File: src/rtl/hazard_ctrl.sv
// hazard_ctrl: load-use stall, operand forwarding select and stall-cycle
// statistics for the 5-stage pipeline, driven by a shadow EX/MEM/WB slot chain.
module hazard_ctrl #(
    parameter int CNT_W = 16
) (
    input  logic             clk,
    input  logic             rst,
    input  logic             id_valid_inst,
    input  logic [4:0]       id_ra_idx,
    input  logic [4:0]       id_rb_idx,
    input  logic             id_uses_ra,
    input  logic             id_uses_rb,
    input  logic             id_reg_wr,
    input  logic             id_rd_mem,
    input  logic [4:0]       id_dest_reg_idx,
    input  logic             flush,
    input  logic             pipe_hold,
    input  logic             stat_clr,
    output logic [3:0]       if_forward,
    output logic             stall,
    output logic [CNT_W-1:0] stall_cycles
);

    typedef struct packed {
        logic       v;
        logic       wr;
        logic       ld;
        logic [4:0] dst;
    } slot_t;

    slot_t            r_ex;
    slot_t            r_mem;
    // Load data is always available at WB, so the WB slot keeps no load flag.
    logic             r_wb_v;
    logic             r_wb_wr;
    logic [4:0]       r_wb_dst;
    logic [CNT_W-1:0] r_cnt;

    slot_t            w_ex_nxt;
    logic             w_ra_ex;
    logic             w_ra_mem;
    logic             w_ra_wb;
    logic             w_rb_ex;
    logic             w_rb_mem;
    logic             w_rb_wb;
    logic             w_raw_stall;
    logic             w_stall;
    logic [1:0]       w_sel_a;
    logic [1:0]       w_sel_b;

    function automatic logic f_hit(
        input logic       v,
        input logic       wr,
        input logic [4:0] dst,
        input logic [4:0] idx
    );
        return v & wr & (dst != 5'd0) & (dst == idx);
    endfunction

    function automatic logic [1:0] f_sel(
        input logic use_op,
        input logic hit_ex,
        input logic ld_ex,
        input logic hit_mem,
        input logic ld_mem,
        input logic hit_wb
    );
        logic [1:0] sel;
        sel = 2'b00;
        if (use_op) begin
            if (hit_ex && !ld_ex)
                sel = 2'b01;
            else if (hit_mem && !ld_mem)
                sel = 2'b10;
            else if (hit_wb)
                sel = 2'b11;
        end
        return sel;
    endfunction

    // Per-operand slot matches against the in-flight destinations.
    always_comb begin
        w_ra_ex  = f_hit(r_ex.v, r_ex.wr, r_ex.dst, id_ra_idx);
        w_ra_mem = f_hit(r_mem.v, r_mem.wr, r_mem.dst, id_ra_idx);
        w_ra_wb  = f_hit(r_wb_v, r_wb_wr, r_wb_dst, id_ra_idx);
        w_rb_ex  = f_hit(r_ex.v, r_ex.wr, r_ex.dst, id_rb_idx);
        w_rb_mem = f_hit(r_mem.v, r_mem.wr, r_mem.dst, id_rb_idx);
        w_rb_wb  = f_hit(r_wb_v, r_wb_wr, r_wb_dst, id_rb_idx);
    end

    // Load-use detection, stall, and forward selects.
    always_comb begin
        w_raw_stall = (id_uses_ra &
                       ((w_ra_ex & r_ex.ld) | (w_ra_mem & r_mem.ld))) |
                      (id_uses_rb &
                       ((w_rb_ex & r_ex.ld) | (w_rb_mem & r_mem.ld)));
        w_stall = id_valid_inst & w_raw_stall & ~flush;
        w_sel_a = f_sel(id_uses_ra, w_ra_ex, r_ex.ld,
                        w_ra_mem, r_mem.ld, w_ra_wb);
        w_sel_b = f_sel(id_uses_rb, w_rb_ex, r_ex.ld,
                        w_rb_mem, r_mem.ld, w_rb_wb);
    end

    // Drive outputs; a dead or stalled ID instruction reads the regfile.
    always_comb begin
        stall        = w_stall;
        stall_cycles = r_cnt;
        if (w_stall || flush || !id_valid_inst)
            if_forward = 4'b0000;
        else
            if_forward = {w_sel_b, w_sel_a};
    end

    // Next EX slot: a bubble unless a live instruction leaves ID.
    always_comb begin
        w_ex_nxt = '0;
        if (id_valid_inst && !flush && !w_stall) begin
            w_ex_nxt.v   = 1'b1;
            w_ex_nxt.wr  = id_reg_wr;
            w_ex_nxt.ld  = id_rd_mem;
            w_ex_nxt.dst = id_dest_reg_idx;
        end
    end

    // Shadow pipeline advance, frozen while the pipeline is held.
    always_ff @(posedge clk or negedge rst) begin
        if (!rst) begin
            r_ex     <= '0;
            r_mem    <= '0;
            r_wb_v   <= 1'b0;
            r_wb_wr  <= 1'b0;
            r_wb_dst <= 5'd0;
        end else if (!pipe_hold) begin
            r_wb_v   <= r_mem.v;
            r_wb_wr  <= r_mem.wr;
            r_wb_dst <= r_mem.dst;
            r_mem    <= r_ex;
            r_ex     <= w_ex_nxt;
        end
    end

    // Saturating stall-cycle counter; clear beats increment.
    always_ff @(posedge clk or negedge rst) begin
        if (!rst) begin
            r_cnt <= '0;
        end else if (!pipe_hold) begin
            if (stat_clr)
                r_cnt <= '0;
            else if (w_stall && (r_cnt != {CNT_W{1'b1}}))
                r_cnt <= r_cnt + 1'b1;
        end
    end

endmodule

File: config.mk
export PLATFORM = sky130hd
export DESIGN_NAME = hazard_ctrl
export DESIGN_NICKNAME = d
export VERILOG_FILES = /design/src/rtl/hazard_ctrl.sv
export SDC_FILE = /design/constraint.sdc
export NUM_CORES = 1
export LEC_CHECK = 0
export ABC_AREA = 1
export ABC_CLOCK_PERIOD_IN_PS = 2850
export CORE_MARGIN = 4
export CORE_UTILIZATION = 50
export DETAILED_ROUTE_END_ITERATION = 8
export PLACE_DENSITY = 0.84
export RECOVER_POWER = 50
export SETUP_SLACK_MARGIN = 0.4
export SYNTH_ARGS = -nofsm -noshare
export SYNTH_HDL_FRONTEND = slang
export SYNTH_SLANG_ARGS = --single-unit
export TNS_END_PERCENT = 20
File: constraint.sdc
create_clock -name clk -period 2.85 [get_ports clk]
set_input_delay 0.4275 -clock clk [delete_from_list [all_inputs] [get_ports clk]]
set_output_delay 0.4275 -clock clk [all_outputs]
set_load 0.005 [all_outputs]
-- Word-level counts from Yosys, hierarchy flattened
Index checks and enable logic that the tools add are counted.
- add/sub/neg operators: 1
- equality and inequality tests: 7
- mux-type cells: 12
- bitwise gates (word level): 25
- reduce and logical (&&, ||, !) cells: 19
- operators by type and width (kind ; number):
    $mux 16 ; 2
    $eq 5x5->1 ; 6
    $and 1x1->1 ; 20
    $add 16x1->16 const B ; 1
    $mux 2 ; 8
    $ne 16x16->1 const B ; 1
    $reduce_bool 5->1 ; 3
    $mux 8 ; 1
    $logic_and 1x1->1 ; 7
    $logic_not 1->1 ; 5
    $mux 4 ; 1
    $or 1x1->1 ; 3
    $logic_or 1x1->1 ; 2
    $not 1->1 ; 2
    $reduce_and 2->1 ; 1
    $reduce_bool 2->1 ; 1
- register bits: 39
- output and inout bits: 21
- logic and storage cells: 76

-- Depth between registers and ports, before layout
Gate-level depths: netlist (run 1).
- word-level depth: 12
- mapped depth: 15
- depth with buffers taken out: 14

-- Worst setup path after synthesis (run 1)
No wires, ideal clock.
- kind: reg-to-output
- from: reg r_ex[2] in the netlist's numbering
- to: out if_forward[0]
- arrival: 1.525 ns
- required time: 2.423 ns
- slack: 0.898 ns
- stages on the path, launching flop included: 12
- buffers on the path: 0
- path through: dfrtp_1 > nor2_1 > nand2_1 > o21bai_1 > nor2_1 > nand3_1 > nand2_1 > nand2_1 > nand2_2 > nor3_4 > nand2_1 > a21oi_1
- word-level cells in the longest chain between the ends: 12
- elaborated cells on any way between the ends: 21
- classes of those cells: eq/ne: 2; mux: 3; bitwise: 12; reduce/logical: 4
- ends and longest elaborated chain (what ; RTL line ; text):
    from (decl) ; 31 ; slot_t r_ex;
    from (signal assigned) ; 138 ; r_ex <= w_ex_nxt;
    $reduce_bool 5->1 ; 57 ; return v & wr & (dst != 5'd0) & (dst == idx);
    $and 1x1->1 (2 in a row) ; 57 ;
    $and 1x1->1 (on tied branches) ; 94, 96 ;
    $or 1x1->1 (on tied branches) ; 94, 96 ;
    $and 1x1->1 (on tied branches) ; 93, 95 ;
    $or 1x1->1 ; 94 ; ((w_ra_ex & r_ex.ld) | (w_ra_mem & r_mem.ld))) |
    $and 1x1->1 (2 in a row) ; 97 ; w_stall = id_valid_inst & w_raw_stall & ~flush;
    $logic_or 1x1->1 (2 in a row) ; 108 ; if (w_stall || flush || !id_valid_inst)
    $mux 4 (*) ; 108 ;
    to (decl) ; 19 ; output logic [3:0] if_forward,
Mark *: on every way between the ends. The rest lies on a longest branch, timed or not.

-- Worst setup path after layout (run 1)
- from: reg r_ex[2] in the netlist's numbering
- to: out if_forward[2]
The elaborated chain is that of the path after synthesis.

==> out/metrics.cfg, run 1 <==
[outcome]
status=finished, violations left
violations=max-capacitance violations, max-slew violations

[cts]
clkLatencyLatePin_ps=290
cts_tree=yes
numCtsBuffers=5
clk_pin_slew_ps=70
clockRootBuffer=clkbuf_8
cts_num_sinks=39
cts-htree-levels=2
cts_buffer_depth=2
holdBufCountCts=0

[die]
io_pins=46
die_area_sq_um=6200
start_util_pct=52.3
fp.coreArea_sq_um=4790
chipHeight_um=78.8
fp.dieW_um=78.8
rows=25

[finish]
final_cell_count_no_fill=486
syn2layout_area_growth_pct=30.1
drive_gt1_share_pct=13.8
fin_util_pct=68.1
finalNetCount=444
antennaDiodeCount=0
final_area_sq_um=3260

[synthesis]
syn_area_sq_um=2500
synth_top_cell_area_share_pct=39.0
synth.distinct_cells=27
synthesis.instances=357
avgSynthCellArea_sq_um=7.01
synth_area_leaders=dfrtp_1 (39%), nand2_1 (18%), nand3_1 (8.4%), xor2_1 (5.2%), inv_1 (4.9%)
synth_nets=383
synth_top_area_cell=dfrtp_1
ys_seq_elements=39
synth_seq_area_share_pct=39.0
yosysWarningCount=0

[route]
route.detailed.drc=0
via_count=2541
drt-initial-drc-count=164
wl_per_cell_um=13.2
drt_wl_total_mm=6.40
antenna_left=0
drt_first_pass_iters=4
via_per_inst=5.23

[sta]
final-hold-violation-count=0
tightest_slew_ps=2110
slew_violations=40
relSlewSlack_pct=-40.8
period_share_pct=86.9
tns_ps=0
fmax_mhz=404
min_period_ps=2480
fin_skew_ps=7.34
fin_ws_ps=373
hold_ws_ps=490
rsz0062_at_grt=yes
finalSetupViolCount=0

[placement]
port_buffers=45
dp_hpwl_mm=4.47
place.gp.congestion=0.899
dp_cells=465
dpl_cell_area_sq_um=3020
pre_cts_ws_ps=-56.9

[global_routing]
antenna_found_initial=0
track_usage_pct=20.7
grt-ovfl-total=0
grt_pass1_vias=2223
grt_max_degree=40
grt_first_pass_wirelength_mm=10.3

[pwr]
p_per_area_nw_per_um2=395
peakVddDrop_mv=0.313
p_leak_nw=1.58
power_mw=1.29

[critical_path]
cp.required_ps=2420
cp-start-kind=flip-flop
criticalPathCategory=reg -> out
setup.worst_path.end_class=output pin
cp_max_fo=4
cp.arrival_ps=2050

[hold_path]
worst_hold_path_type=reg -> reg

[flow_run]
drv_cap=1

==> cell families (layout without fill, tap and decap cells) <==
| family | Yosys count | count (layout) | synth area share [%] |
|---|---|---|---|
| buffers and inverters | 43 | 105 | 6.95 |
| AND/OR/NAND/NOR | 218 | 218 | 38.7 |
| adder cells (fa/ha/maj) | 1 | 1 | 0.500 |
| XOR/XNOR | 23 | 23 | 8.05 |
| flip-flops | 39 | 39 | 39.0 |
| AO/OA/AOI/OAI | 33 | 33 | 6.85 |
==> layer usage <==
metal / vias up / GRT usage (%) / part of all wire (%)
met5: - / 0 / 0
met4: 0 / 6.12 / 1.4
met3: 10 / 3.29 / 5.8
met2: 92 / 31.2 / 45
met1: 1172 / 30.7 / 48
li1: 1267 / - / -
==> path summary, 6_finish.rpt <==
path / startpoint / end / slack, ps / depth (start not counted)
worst max-delay path: r_ex[2] / if_forward[2] / 370 / 12
worst min register to register: r_wb_v / r_wb_v / 490 / 2
worst min-delay path: r_wb_v / r_wb_v / 490 / 2
min in group asynchronous: rst / r_wb_dst[3] / 730 / 1
worst max register to register: stall_cycles[0] / stall_cycles[9] / 680 / 13
max in group asynchronous: rst / r_ex[3] / 740 / 1
==> power by group <==
part | switching (mW) | internal (mW)
clock network | 0.198 | 0.221
registers | 0.0371 | 0.587
logic | 0.134 | 0.110
==> flip-flops by register name, indices dropped and copies added, names as in the netlist <==
signal and count:
r_mem 8, r_wb_v 1, r_wb_wr 1, r_wb_dst 5, stall_cycles 16, r_ex 8
==> Yosys cell counts <==
library cell,instances
nand2_1,121
nand3_1,42
dfrtp_1,39
inv_1,33
nor2_1,31
o21ai_0,20
xor2_1,15
a21oi_1,10
xnor2_1,8
clkbuf_1,7
nor3_1,7
nand4_1,4
nor4_1,3
nand2_2,2
nand2_4,2
nor3_2,2
a21boi_0,1
a31oi_1,1
buf_2,1
buf_8,1
ha_1,1
inv_2,1
nand3_2,1
nand3b_4,1
nor3_4,1
nor3b_1,1
o21bai_1,1
==> cell type report <==
| class | count | area, sq um |
|---|---|---|
| well taps | 67 | 83.8 |
| inverters | 34 | 128 |
| multi-input cells | 275 | 1410 |
| fillers | 419 | 1530 |
| clock buffers | 8 | 100 |
| flip-flops and latches | 39 | 981 |
| repair buffers | 63 | 559 |
==> layout by cell type, fill, tap and decap left out, types with 2 or more instances in the layout <==
cell type	instances
nand2_4	2
clkdlybuf4s50_1	28
clkbuf_8	7
buf_6	2
nor2_1	23
dfrtp_2	4
xor2_1	15
nor2_2	7
a21oi_1	9
inv_2	3
nand2_2	6
nand3_1	40
dfrtp_1	35
dlygate4sd2_1	11
buf_4	15
xnor2_1	8
nand3_2	3
nand4_1	4
o21ai_0	20
clkdlybuf4s15_1	2
inv_1	31
clkbuf_1	3
nor4_1	3
nor3_2	2
nor3_1	7
nand2_1	117
==> critical path, stage by stage (launching register included) <==
cell and delay [ps]:
dfrtp_2 420, buf_4 160, xor2_1 160, nor3_1 250, nand3_1 110, nand2_1 80
nand2_2 60, nand2_2 90, nor3_4 40, buf_4 130, nand2_1 100, a21oi_2 40
buf_2 120
==> repair_timing <==
| action | 4_1_cts | 5_1_grt |
|---|---|---|
| setup endpoints to repair | 5 | 4 |
| setup buffers | 9 | 4 |
| gates cloned | 0 | 0 |
| resized for setup | 27 | 21 |
| pin swaps | 3 | 7 |
Power figures use the tool's default switching activity.
==> inputs of run 2 (changes only) <==
- GPL_ROUTABILITY_DRIVEN: not set -> 0
==> out/metrics.cfg, run 2 (same netlist as run 1, synthesis figures left out) <==
[global_routing]
grt_max_degree=40  ; unchanged
grt_first_pass_wirelength_mm=10.4  ; was 10.3 mm
grt_pass1_vias=2283  ; was 2223
antenna_found_initial=0  ; unchanged
grt-ovfl-total=0  ; unchanged
track_usage_pct=20.9  ; was 20.7%

[critical_path]
cp_cell_sequence=inv_1 -> nand2_1 -> o21bai_2 -> nor2_2 -> nand3_1 -> nand2_1 -> nand2_1 -> nand2_2 -> nor3_4 -> buf_6 -> nand2_4 -> a21oi_2 -> buf_2  ; was buf_4 -> xor2_1 -> nor3_1 -> nand3_1 -> nand2_1 -> nand2_2 -> nand2_2 -> nor3_4 -> buf_4 -> nand2_1 -> a21oi_2 -> buf_2
criticalPathCategory=reg -> out  ; unchanged
cpMostUsedCell=nand2_1
crit_slowest_cell=dfrtp_1  ; was dfrtp_2
setup.worst_path.end_class=output pin  ; unchanged
cpPeakStageDelay_ps=440  ; was 420 ps
cp.required_ps=2420  ; about the same
cp-start-kind=flip-flop  ; unchanged
cp.arrival_ps=2000  ; was 2050 ps
cp_max_fo=4  ; unchanged

[die]
fp.coreArea_sq_um=4790  ; unchanged
chipHeight_um=78.8  ; unchanged
die_area_sq_um=6200  ; unchanged
start_util_pct=52.3  ; unchanged
fp.dieW_um=78.8  ; unchanged
rows=25  ; unchanged
io_pins=46  ; unchanged

[route]
drt-initial-drc-count=199  ; was 164
via_count=2434  ; was 2541
wl_per_cell_um=12.9  ; was 13.2 um
route.detailed.drc=0  ; unchanged
drt_wl_total_mm=6.17  ; was 6.40 mm
via_per_inst=5.08  ; was 5.23
antenna_left=0  ; unchanged
drt_first_pass_iters=4  ; unchanged

[sta]
min_period_ps=2430  ; was 2480 ps
rsz0062_at_grt=yes  ; unchanged
finalSetupViolCount=0  ; unchanged
period_share_pct=85.1  ; was 86.9%
fin_skew_ps=8.59  ; was 7.34 ps
relSlewSlack_pct=-39.8  ; was -40.8%
fmax_mhz=412  ; was 404 MHz
tightest_slew_ps=2100  ; was 2110 ps
final-hold-violation-count=0  ; unchanged
slew_violations=40  ; unchanged

[hold_path]
worst_hold_path_type=reg -> reg  ; unchanged

[cts]
clockRootBuffer=clkbuf_8  ; unchanged
cts_tree=yes  ; unchanged
clkLatencyLatePin_ps=290  ; about the same
cts-htree-levels=2  ; unchanged
cts_buffer_depth=2  ; unchanged
cts_num_sinks=39  ; unchanged
holdBufCountCts=0  ; unchanged
numCtsBuffers=5  ; unchanged
clk_pin_slew_ps=70  ; about the same

[flow_run]
drv_cap=1  ; unchanged

[finish]
syn2layout_area_growth_pct=26.4  ; was 30.1%
final_cell_count_no_fill=479  ; was 486
drive_gt1_share_pct=11.2  ; was 13.8%
finalNetCount=437  ; was 444
nFillCells=428  ; was 419
largest_register_ffs=16  ; unchanged
fin_util_pct=66.1  ; was 68.1%
layout.cells.most_common=nand2_1  ; unchanged
layout_common_cells=nand2_1 (118), nand3_1 (42), dfrtp_1 (36)  ; was nand2_1 (117), nand3_1 (40), dfrtp_1 (35)
antennaDiodeCount=0  ; unchanged

[pwr]
peakVddDrop_mv=0.274  ; was 0.313 mV
switchingPower_uw=365  ; was 369 uW
internal_power_uw=855  ; was 918 uW
p_comb_share_pct=18.7  ; was 19.0%
swShare_pct=29.9  ; was 28.7%
power_mw=1.22  ; was 1.29 mW
seq_power_share_pct=51.2  ; was 48.5%
p_leak_nw=1.54  ; was 1.58 nW
p_clk_share_pct=30.1  ; was 32.5%
p_per_area_nw_per_um2=386  ; was 395 nW/um^2

[placement]
dp_hpwl_mm=4.43  ; was 4.47 mm
port_buffers=45  ; unchanged
dp_cells=465  ; unchanged

[outcome]
status=finished, violations left  ; unchanged
violations=max-capacitance violations, max-slew violations  ; unchanged

-- run 2: final timing paths --
kind | from | slack (ps) | to | cells past startpoint
worst max-delay path | r_ex[0] | 420 | if_forward[2] | 13
worst min-delay path | r_wb_v | 480 | r_wb_v | 2
worst max register to register | stall_cycles[0] | 650 | stall_cycles[9] | 13
worst min register to register | r_wb_v | 480 | r_wb_v | 2
max in group asynchronous | rst | 760 | r_ex[3] | 1
min in group asynchronous | rst | 730 | r_wb_dst[3] | 1
-- run 2: through the flow --
stage	area, sq um	hold WS, ps	setup TNS (ps)	setup WS [ps]
3_3_place_gp	3020	464	0	27.4
2_1_floorplan	2500	132	0	898
6_report	3160	482	0	424
5_1_grt	3160	528	0	250
4_1_cts	3140	275	0	243
3_5_place_dp	3020	467	-71.4	-56.4
-- run 2: power by group through the flow --
stage | Sequential [mW] | Combinational (mW) | Clock [mW]
after floorplan | 0.629 | 0.123 | 0
after global placement | 0.636 | 0.215 | 0
after detailed placement | 0.637 | 0.220 | 0
after CTS | 0.624 | 0.225 | 0.374
after global routing | 0.631 | 0.256 | 0.397
final | 0.625 | 0.228 | 0.367
-- run 2: per-layer routing --
layer	routed length [um]	up-vias	global-route usage, %
li1	-	1250	-
met1	2870	1106	28.5
met2	2830	72	33.5
met3	410	6	4.65
met4	63	0	5.59
met5	0	-	0
-- run 2: what timing repair did --
action                                  4_1_cts  5_1_grt
endpoints found under the hold margin         0        0
setup buffers                                 5        1
endpoints found under the setup margin        5       13
resized for setup                            21       19
pin swaps                                     4        9
-- run 2: final cells by class --
cell class              count  area (sq um)  share of cell area (%)
clock buffers               5          68.8                    2.17
multi-input cells         275          1390                    44.0
well taps                  67          83.8                    2.65
repair buffers             56           498                    15.7
flip-flops and latches     39           980                    31.0
inverters                  34           128                    4.03
clock inverters             3          15.0                   0.474
-- run 2: critical path: cells and delay by family (launching register included) --
family | cells | cell delay [ps]
flip-flops | 1 | 440
AO/OA/AOI/OAI | 2 | 300
buffers and inverters | 3 | 350
AND/OR/NAND/NOR | 8 | 630
==> inputs of run 3 (changes only) <==
- ABC_CLOCK_PERIOD_IN_PS: 2850 -> not set
- CORE_MARGIN: 4 -> not set
- clock period: 2.85 -> 2.35 ns (I/O delays scaled with it)
==> out/metrics.cfg, run 3 (same netlist as run 1, synthesis figures left out) <==
[die]
start_util_pct=52.3  ; unchanged
fp.coreArea_sq_um=4790  ; unchanged
rows=25  ; unchanged
fp.dieW_um=72.8  ; was 78.8 um
chipHeight_um=72.8  ; was 78.8 um
die_area_sq_um=5290  ; was 6200 sq um
io_pins=46  ; unchanged

[critical_path]
r2r_slack_ps=300  ; was 650 ps
crit_slowest_cell=dfrtp_1  ; unchanged
cp_max_fo=3  ; was 4
r2r_start=r_ex[3]  ; was stall_cycles[0]
setup.worst_path.end_class=output pin  ; unchanged
cpMostUsedCell=nand2_1  ; unchanged
criticalPathCategory=reg -> out  ; unchanged
cp_cell_sequence=buf_4 -> inv_2 -> nand2_1 -> nand2_1 -> nand3_1 -> nor2_1 -> nand3_1 -> nand2_1 -> nand2_2 -> buf_4 -> a21boi_2 -> clkdlybuf4s15_2  ; was inv_1 -> nand2_1 -> o21bai_2 -> nor2_2 -> nand3_1 -> nand2_1 -> nand2_1 -> nand2_2 -> nor3_4 -> buf_6 -> nand2_4 -> a21oi_2 -> buf_2
reg2reg_depth=16  ; was 13
rr_endpoint=stall_cycles[5]  ; was stall_cycles[9]
cp.required_ps=2000  ; was 2420 ps
cpPeakStageDelay_ps=410  ; was 440 ps
cp-start-kind=flip-flop  ; unchanged
cp.arrival_ps=2000  ; about the same

[sta]
min_period_ps=2350
tns_ps=0  ; unchanged
rsz0062_at_grt=yes  ; unchanged
tightest_slew_ps=2070  ; was 2100 ps
fmax_mhz=426
fin_skew_ps=13.7  ; was 8.59 ps
slew_violations=40  ; unchanged
finalSetupViolCount=0  ; unchanged
period_share_pct=99.9
final-hold-violation-count=0  ; unchanged
relSlewSlack_pct=-37.8  ; was -39.8%

[outcome]
violations=max-capacitance violations, max-slew violations  ; unchanged
status=finished, violations left  ; unchanged

[route]
wl_per_cell_um=13.3  ; was 12.9 um
drt_first_pass_iters=5  ; was 4
drt_wl_total_mm=6.56  ; was 6.17 mm
via_count=2567  ; was 2434
via_per_inst=5.22  ; was 5.08
antenna_left=0  ; unchanged
drt-initial-drc-count=193  ; was 199
route.detailed.drc=0  ; unchanged

[finish]
multiInputGateArea_sq_um=1540  ; was 1390 sq um
nFillCells=377  ; was 428
finalNetCount=451  ; was 437
antennaDiodeCount=0  ; unchanged
final_cell_count_no_fill=492  ; was 479
ff_latch_area_sq_um=980  ; unchanged
largest_register_ffs=16  ; unchanged
syn2layout_area_growth_pct=37.2  ; was 26.4%
drive_gt1_share_pct=21.9  ; was 11.2%
layout.cells.most_common=nand2_1  ; unchanged
layout_common_cells=nand2_1 (100), dfrtp_1 (36), inv_1 (32)  ; was nand2_1 (118), nand3_1 (42), dfrtp_1 (36)

[cts]
clk_pin_slew_ps=70  ; about the same
clkLatencyLatePin_ps=300  ; was 290 ps
cts_tree=yes  ; unchanged
cts-htree-levels=2  ; unchanged
numCtsBuffers=5  ; unchanged
clockRootBuffer=clkbuf_8  ; unchanged
cts_num_sinks=39  ; unchanged
cts_buffer_depth=2  ; unchanged

[global_routing]
grt-ovfl-total=0  ; unchanged
grt_first_pass_wirelength_mm=10.9  ; was 10.4 mm
antenna_found_initial=0  ; unchanged
grt_max_degree=40  ; unchanged
track_usage_pct=26.8  ; was 20.9%
grt_pass1_vias=2455  ; was 2283

[hold_path]
min_path_cells=2  ; unchanged
hold_path_end=r_wb_v  ; unchanged
hold_start=r_wb_v  ; unchanged
worst_hold_path_type=reg -> reg  ; unchanged

[placement]
dp_cells=482  ; was 465
dp_hpwl_mm=4.51  ; was 4.43 mm
port_buffers=45  ; unchanged

[pwr]
peakVddDrop_mv=0.286  ; was 0.274 mV
p_per_area_nw_per_um2=451  ; was 386 nW/um^2
power_mw=1.55  ; was 1.22 mW
p_leak_nw=1.65  ; was 1.54 nW

[flow_run]
drv_cap=1  ; unchanged

[run 3: cell count changes in the layout (fill, tap and decap cells not counted), moves of 4 or more]
cell,delta
nand3_1,-15
nand2_2,+17
nand3_2,+15
buf_4,+12
nor2_2,-4
nand2_1,-18
[run 3: per-stage QoR]
stage               area, sq um  util [%]  setup WS [ps]  hold WS, ps
global placement           3150      65.9           -308          460
global route               3440      71.8           -125          522
CTS                        3360      70.1          -60.0          190
detailed placement         3150      65.9           -398          469
finish                     3440      71.8           1.18          491
floorplan                  2500         -            473         56.9
[run 3: cell type report]
cell class / count / share of cell area [%]
Inverter: 34 / 3.71
Clock buffer: 6 / 2.40
Multi-Input combinational cell: 275 / 44.8
Sequential cell: 39 / 28.5
Timing Repair Buffer: 70 / 18.0
Tap cell: 67 / 2.44
Clock inverter: 1 / 0.146
[run 3: power by group]
group,total [mW],internal [mW],leakage (nW),switching [mW]
Combinational,0.323,0.148,1.08,0.175
Clock,0.464,0.230,0.0470,0.233
Sequential,0.763,0.713,0.525,0.0509
[run 3: metal layers]
layer / wire length [um] / vias up / GRT usage [%]
met5: 0 / - / 0
met4: 95 / 0 / 7.84
met3: 350 / 11 / 4.42
met2: 3130 / 80 / 45.2
met1: 2980 / 1202 / 35.4
li1: - / 1274 / -
[run 3: how the worst max path moves through the flow]
stage	start	to	slack, ps	cells after the start
after global placement	id_rb_idx[2]	if_forward[3]	-310	9
after CTS	r_ex[3]	if_forward[2]	-60	13
after floorplan	r_ex[2]	if_forward[0]	470	11
after global routing	r_ex[3]	if_forward[3]	-130	13
after detailed placement	id_rb_idx[1]	if_forward[2]	-400	14
final	r_ex[3]	stall	1	12
[run 3: critical path: cells and delay by family (launching register included)]
family	cells	cell delay (ps)
buffers and inverters	4	580
flip-flops	1	410
AO/OA/AOI/OAI	1	140
AND/OR/NAND/NOR	7	560
[run 3: repair_timing]
item,CTS,global route
setup endpoints to repair,21,29
buffers inserted,2,1
hold buffers,0,0
pin swaps,30,28
gates resized for setup,57,29
